**src/rtl/demux_sequencer.sv**
```systemverilog
// Serialises one byte onto a 1-bit data line plus a 3-bit select for a downstream 8-way demux.
// Latency: first beat one cycle after accept, 8*HOLD beats, done pulse, ready again the cycle after.
// Backpressure: in_ready is high only in IDLE; input is ignored while a byte is being distributed.
module demux_sequencer #(
  parameter int HOLD  = 1,  // cycles each sel value is held, 1..16
  parameter int ORDER = 0   // 0: sel 0->7, 1: sel 7->0
) (
  input  logic       clk,
  input  logic       rst,
  input  logic       in_valid,
  input  logic [7:0] in_data,
  output logic       in_ready,
  output logic       a,
  output logic [2:0] sel,
  output logic       a_valid,
  output logic       busy,
  output logic       done
);

  typedef enum logic [1:0] {
    IDLE = 2'd0,
    SEND = 2'd1,
    DONE = 2'd2
  } state_t;

  // Channel order endpoints and the terminal hold count.
  localparam logic [2:0] FIRST_SEL = (ORDER != 0) ? 3'd7 : 3'd0;
  localparam logic [2:0] LAST_SEL  = (ORDER != 0) ? 3'd0 : 3'd7;
  localparam logic [3:0] HOLD_LAST = 4'(HOLD - 1);

  state_t     state;
  logic [3:0] hold_cnt;
  logic [7:0] held;
  logic [2:0] next_sel;

  // Next channel in the configured direction; only used when sel is not the last index,
  // so the 3-bit wrap never reaches the outputs.
  assign next_sel = (ORDER != 0) ? (sel - 3'd1) : (sel + 3'd1);

  // Single FSM: every output is a register updated alongside the state.
  always_ff @(posedge clk or posedge rst) begin
    if (rst) begin
      state    <= IDLE;
      hold_cnt <= 4'd0;
      held     <= 8'h00;
      in_ready <= 1'b1;
      a        <= 1'b0;
      sel      <= 3'd0;
      a_valid  <= 1'b0;
      busy     <= 1'b0;
      done     <= 1'b0;
    end else begin
      case (state)
        IDLE: begin
          // in_ready is already high here, so in_valid alone completes the handshake.
          if (in_valid) begin
            state    <= SEND;
            held     <= in_data;
            hold_cnt <= 4'd0;
            sel      <= FIRST_SEL;
            a        <= in_data[FIRST_SEL];
            a_valid  <= 1'b1;
            busy     <= 1'b1;
            in_ready <= 1'b0;
          end
        end

        SEND: begin
          if (hold_cnt == HOLD_LAST) begin
            hold_cnt <= 4'd0;
            if (sel == LAST_SEL) begin
              // Last channel has had its full hold; quiesce the demux and pulse done.
              state   <= DONE;
              done    <= 1'b1;
              busy    <= 1'b0;
              a_valid <= 1'b0;
              a       <= 1'b0;
              sel     <= 3'd0;
            end else begin
              sel <= next_sel;
              a   <= held[next_sel];
            end
          end else begin
            hold_cnt <= hold_cnt + 4'd1;
          end
        end

        DONE: begin
          state    <= IDLE;
          done     <= 1'b0;
          in_ready <= 1'b1;
        end

        default: begin
          state    <= IDLE;
          hold_cnt <= 4'd0;
          held     <= 8'h00;
          in_ready <= 1'b1;
          a        <= 1'b0;
          sel      <= 3'd0;
          a_valid  <= 1'b0;
          busy     <= 1'b0;
          done     <= 1'b0;
        end
      endcase
    end
  end

endmodule

```
**config.mk**
```make
export PLATFORM = sky130hd
export DESIGN_NAME = demux_sequencer
export DESIGN_NICKNAME = d
export VERILOG_FILES = /design/src/rtl/demux_sequencer.sv
export SDC_FILE = /design/constraint.sdc
export NUM_CORES = 1
export LEC_CHECK = 0
export CAP_MARGIN = 20
export CORE_ASPECT_RATIO = 1.25
export CORE_UTILIZATION = 51
export DETAILED_ROUTE_END_ITERATION = 8
export GPL_TIMING_DRIVEN = 0
export PLACE_DENSITY = 0.82
export SLEW_MARGIN = 5
export SYNTH_ARGS = -nofsm -noshare
export SYNTH_HDL_FRONTEND = slang
export SYNTH_SLANG_ARGS = --single-unit
```
**constraint.sdc**
```tcl
create_clock -name clk -period 2.3 [get_ports clk]
set_input_delay 0.46 -clock clk [delete_from_list [all_inputs] [get_ports clk]]
set_output_delay 0.46 -clock clk [all_outputs]
set_load 0.03 [all_outputs]
```
==> impl_metrics.tcl <==
set metrics [dict create \
    syn_area_per_cell_um2 10.6 \
    finalPower_uw 1860 \
    vias 856 \
    crit_arrival_ns 1.51 \
    rsz0062_at_grt "false" \
    synth_area_um2 1110 \
    crit_fanout 6 \
    clkTransAtPathRegs_ns 0.12 \
    mostFrequentLayoutCells "dfrtp_1 (20), clkdlybuf4s50_1 (18), a22o_1 (14)" \
    synth-async-reset-ratio_pct 100 \
    cts_buffers 3 \
    globalRouteTotalUtil_pct 19.3 \
    violations "design-rule violations" \
    required_ns 1.84 \
    cp_top_family "buffers and inverters" \
    power_per_cell_area_nw_per_um2 1380 \
    drt_iter0_drc 16 \
    rows 18 \
    routabilityCongestion 0.790 \
    outcome "finished with violations" \
    hold_buffers 0 \
    cts_setup_buffers 0 \
    grt_antenna_before_repair 0 \
    clk-insertion-delay-late_ns 0.31 \
    setup_viol 0 \
    hold_path_class "reg2reg" \
    layout_commonest_cell "dfrtp_1" \
    area.growth.synth_to_final_pct 20.9 \
    slew_viol_final 0 \
    insertedDiodeCount 0 \
    drv_cap 0 \
    grt_max_degree 22 \
    fin_tns_setup_ns 0 \
    synth_flop_cell "dfrtp_1" \
    die_h_um 54.2 \
    antenna_left 0 \
    p_leak_uw 0.000620 \
    fin_skew_ns 0.00469 \
    cts.sinks 21 \
    final_area_um2 1350 \
    drive_gt1_share_pct 8.66 \
    drc_errors 2 \
    crit_path_end_kind "output pin" \
    r2r_slack_ns 0.41 \
    cts_root_buf "clkbuf_4" \
    cp_cell_sequence "clkdlybuf4s50_1" \
    cp-start-kind "flip-flop" \
    worst_pin_slew_ns 0.772 \
    portBuffers 18 \
    clk_path_buf_depth 2 \
    critical_path.slowest_cell "clkdlybuf4s50_1" \
    cts_resized 0 \
    ir_drop_uv 919 \
    core_um2 2000 \
    final_nets 146 \
    htree_levels 1 \
    worstSetupPathType "reg2out" \
    gr-total-overflow 0 \
    ys_ff_latch 21 \
    syn_inst 105 \
    min_period_ns 1.97 \
    dp_hpwl_mm 1.50 \
    max_stage_delay_ns 0.72 \
    initial_utilization_pct 55.5 \
    yosysSeqAreaShare_pct 47.4 \
    placed_area_um2 1320 \
    grt_pass1_wl_mm 3.31 \
    grt_pass1_vias 765 \
    finalHoldViolCount 0 \
    timing.slew.headroom_pct 48.5 \
    dr.pass1.iters 6 \
    die_w_um 43.8 \
    syn_nets 123 \
    wl_mm 2.01 \
    viasPerCell 5.82 \
    crit_buf_inv 1 \
    cts_tree "built" \
    synth_edf_count 0 \
    ys_warn_count 0 \
    ys_types 30 \
    boundaryPins 19 \
    dieArea_um2 2370 \
    routedWlPerCell_um 13.7 \
    fmax_mhz 507 \
    fin_crit_sh_pct 85.8 \
]
through the flow:
step	instances	util (%)	hold WS (ns)	worst slack, ns
6_report	147	67.1	0.517	0.326
5_1_grt	147	67.1	0.531	0.262
4_1_cts	147	67.1	0.518	0.316
3_5_place_dp	143	65.7	0.481	0.213
3_3_place_gp	143	65.7	0.478	0.228
2_1_floorplan	105	-	0.436	0.517
registers in the layout, summed over array words and instances, names as in the netlist:
register and cells:
hold_cnt 4, sel 3, a 1, state 2, busy 1, in_ready 1
held 8, done 1
final timing paths:
check                                        to                    start  cells past startpoint
max                                      sel[0]       sel[0]$_DFFE_PP0P_                      1
min                            done$_DFFE_PP0P_         done$_DFFE_PP0P_                      1
max reg2reg                    busy$_DFFE_PP0P_  hold_cnt[0]$_DFFE_PP0P_                      6
min reg2reg                    done$_DFFE_PP0P_         done$_DFFE_PP0P_                      1
max in group asynchronous      busy$_DFFE_PP0P_                      rst                      2
min in group asynchronous  state[0]$_DFFE_PP0P_                      rst                      2
synth_stat cells, types with 2 or more instances:
library cell / count / area share (%)
dfrtp_1: 20 / 45
a22o_1: 14 / 11
o21ai_0: 6 / 2.7
ha_1: 7 / 7.9
nand3_1: 5 / 2.2
and2b_1: 2 / 1.3
xnor2_1: 3 / 2.4
o22a_1: 2 / 1.6
buf_4: 2 / 1.3
inv_1: 8 / 2.7
clkbuf_1: 2 / 0.68
nand2_1: 4 / 1.3
mux2i_1: 3 / 2.7
nor2_1: 10 / 3.4
a31oi_1: 2 / 1.1
area by class of cell:
type	instances	area (µm²)
buffer	5	27.5
clock buffer	3	22.5
clock inverter	1	5.00
fill	167	659
inverter	9	33.8
multi-input combinational	70	524
sequential	21	527
tap	20	25.0
timing repair buffer	18	180
where the power goes:
part / total [µW] / leakage, µW / switching, µW / internal, µW
combinational: 1030 / 0.000329 / 553 / 476
clock: 179 / 0.0000177 / 114 / 65.0
sequential: 653 / 0.000274 / 122 / 531
metal layers:
metal  GRT usage [%]  vias up  share of wire (%)
met2            32.8       19                 50
met4            9.38        0                1.6
met5               0        -                  0
met1            24.5      416                 46
li1                -      416                  -
met3            1.98        5                3.0
cells by family (layout without fill, tap and decap cells):
group                      Yosys count  after routing  synth area share (%)
and+or+nand+nor                     29             29                  13.2
AOI/OAI and AO/OA                   26             26                  18.0
DFF                                 21             21                  47.4
buffers and inverters               14             36                  5.51
adders and majority gates            7              7                  7.87
muxes                                5              5                  5.74
xor gates and xnor gates             3              3                  2.36
(Power assumes the default switching activity.)
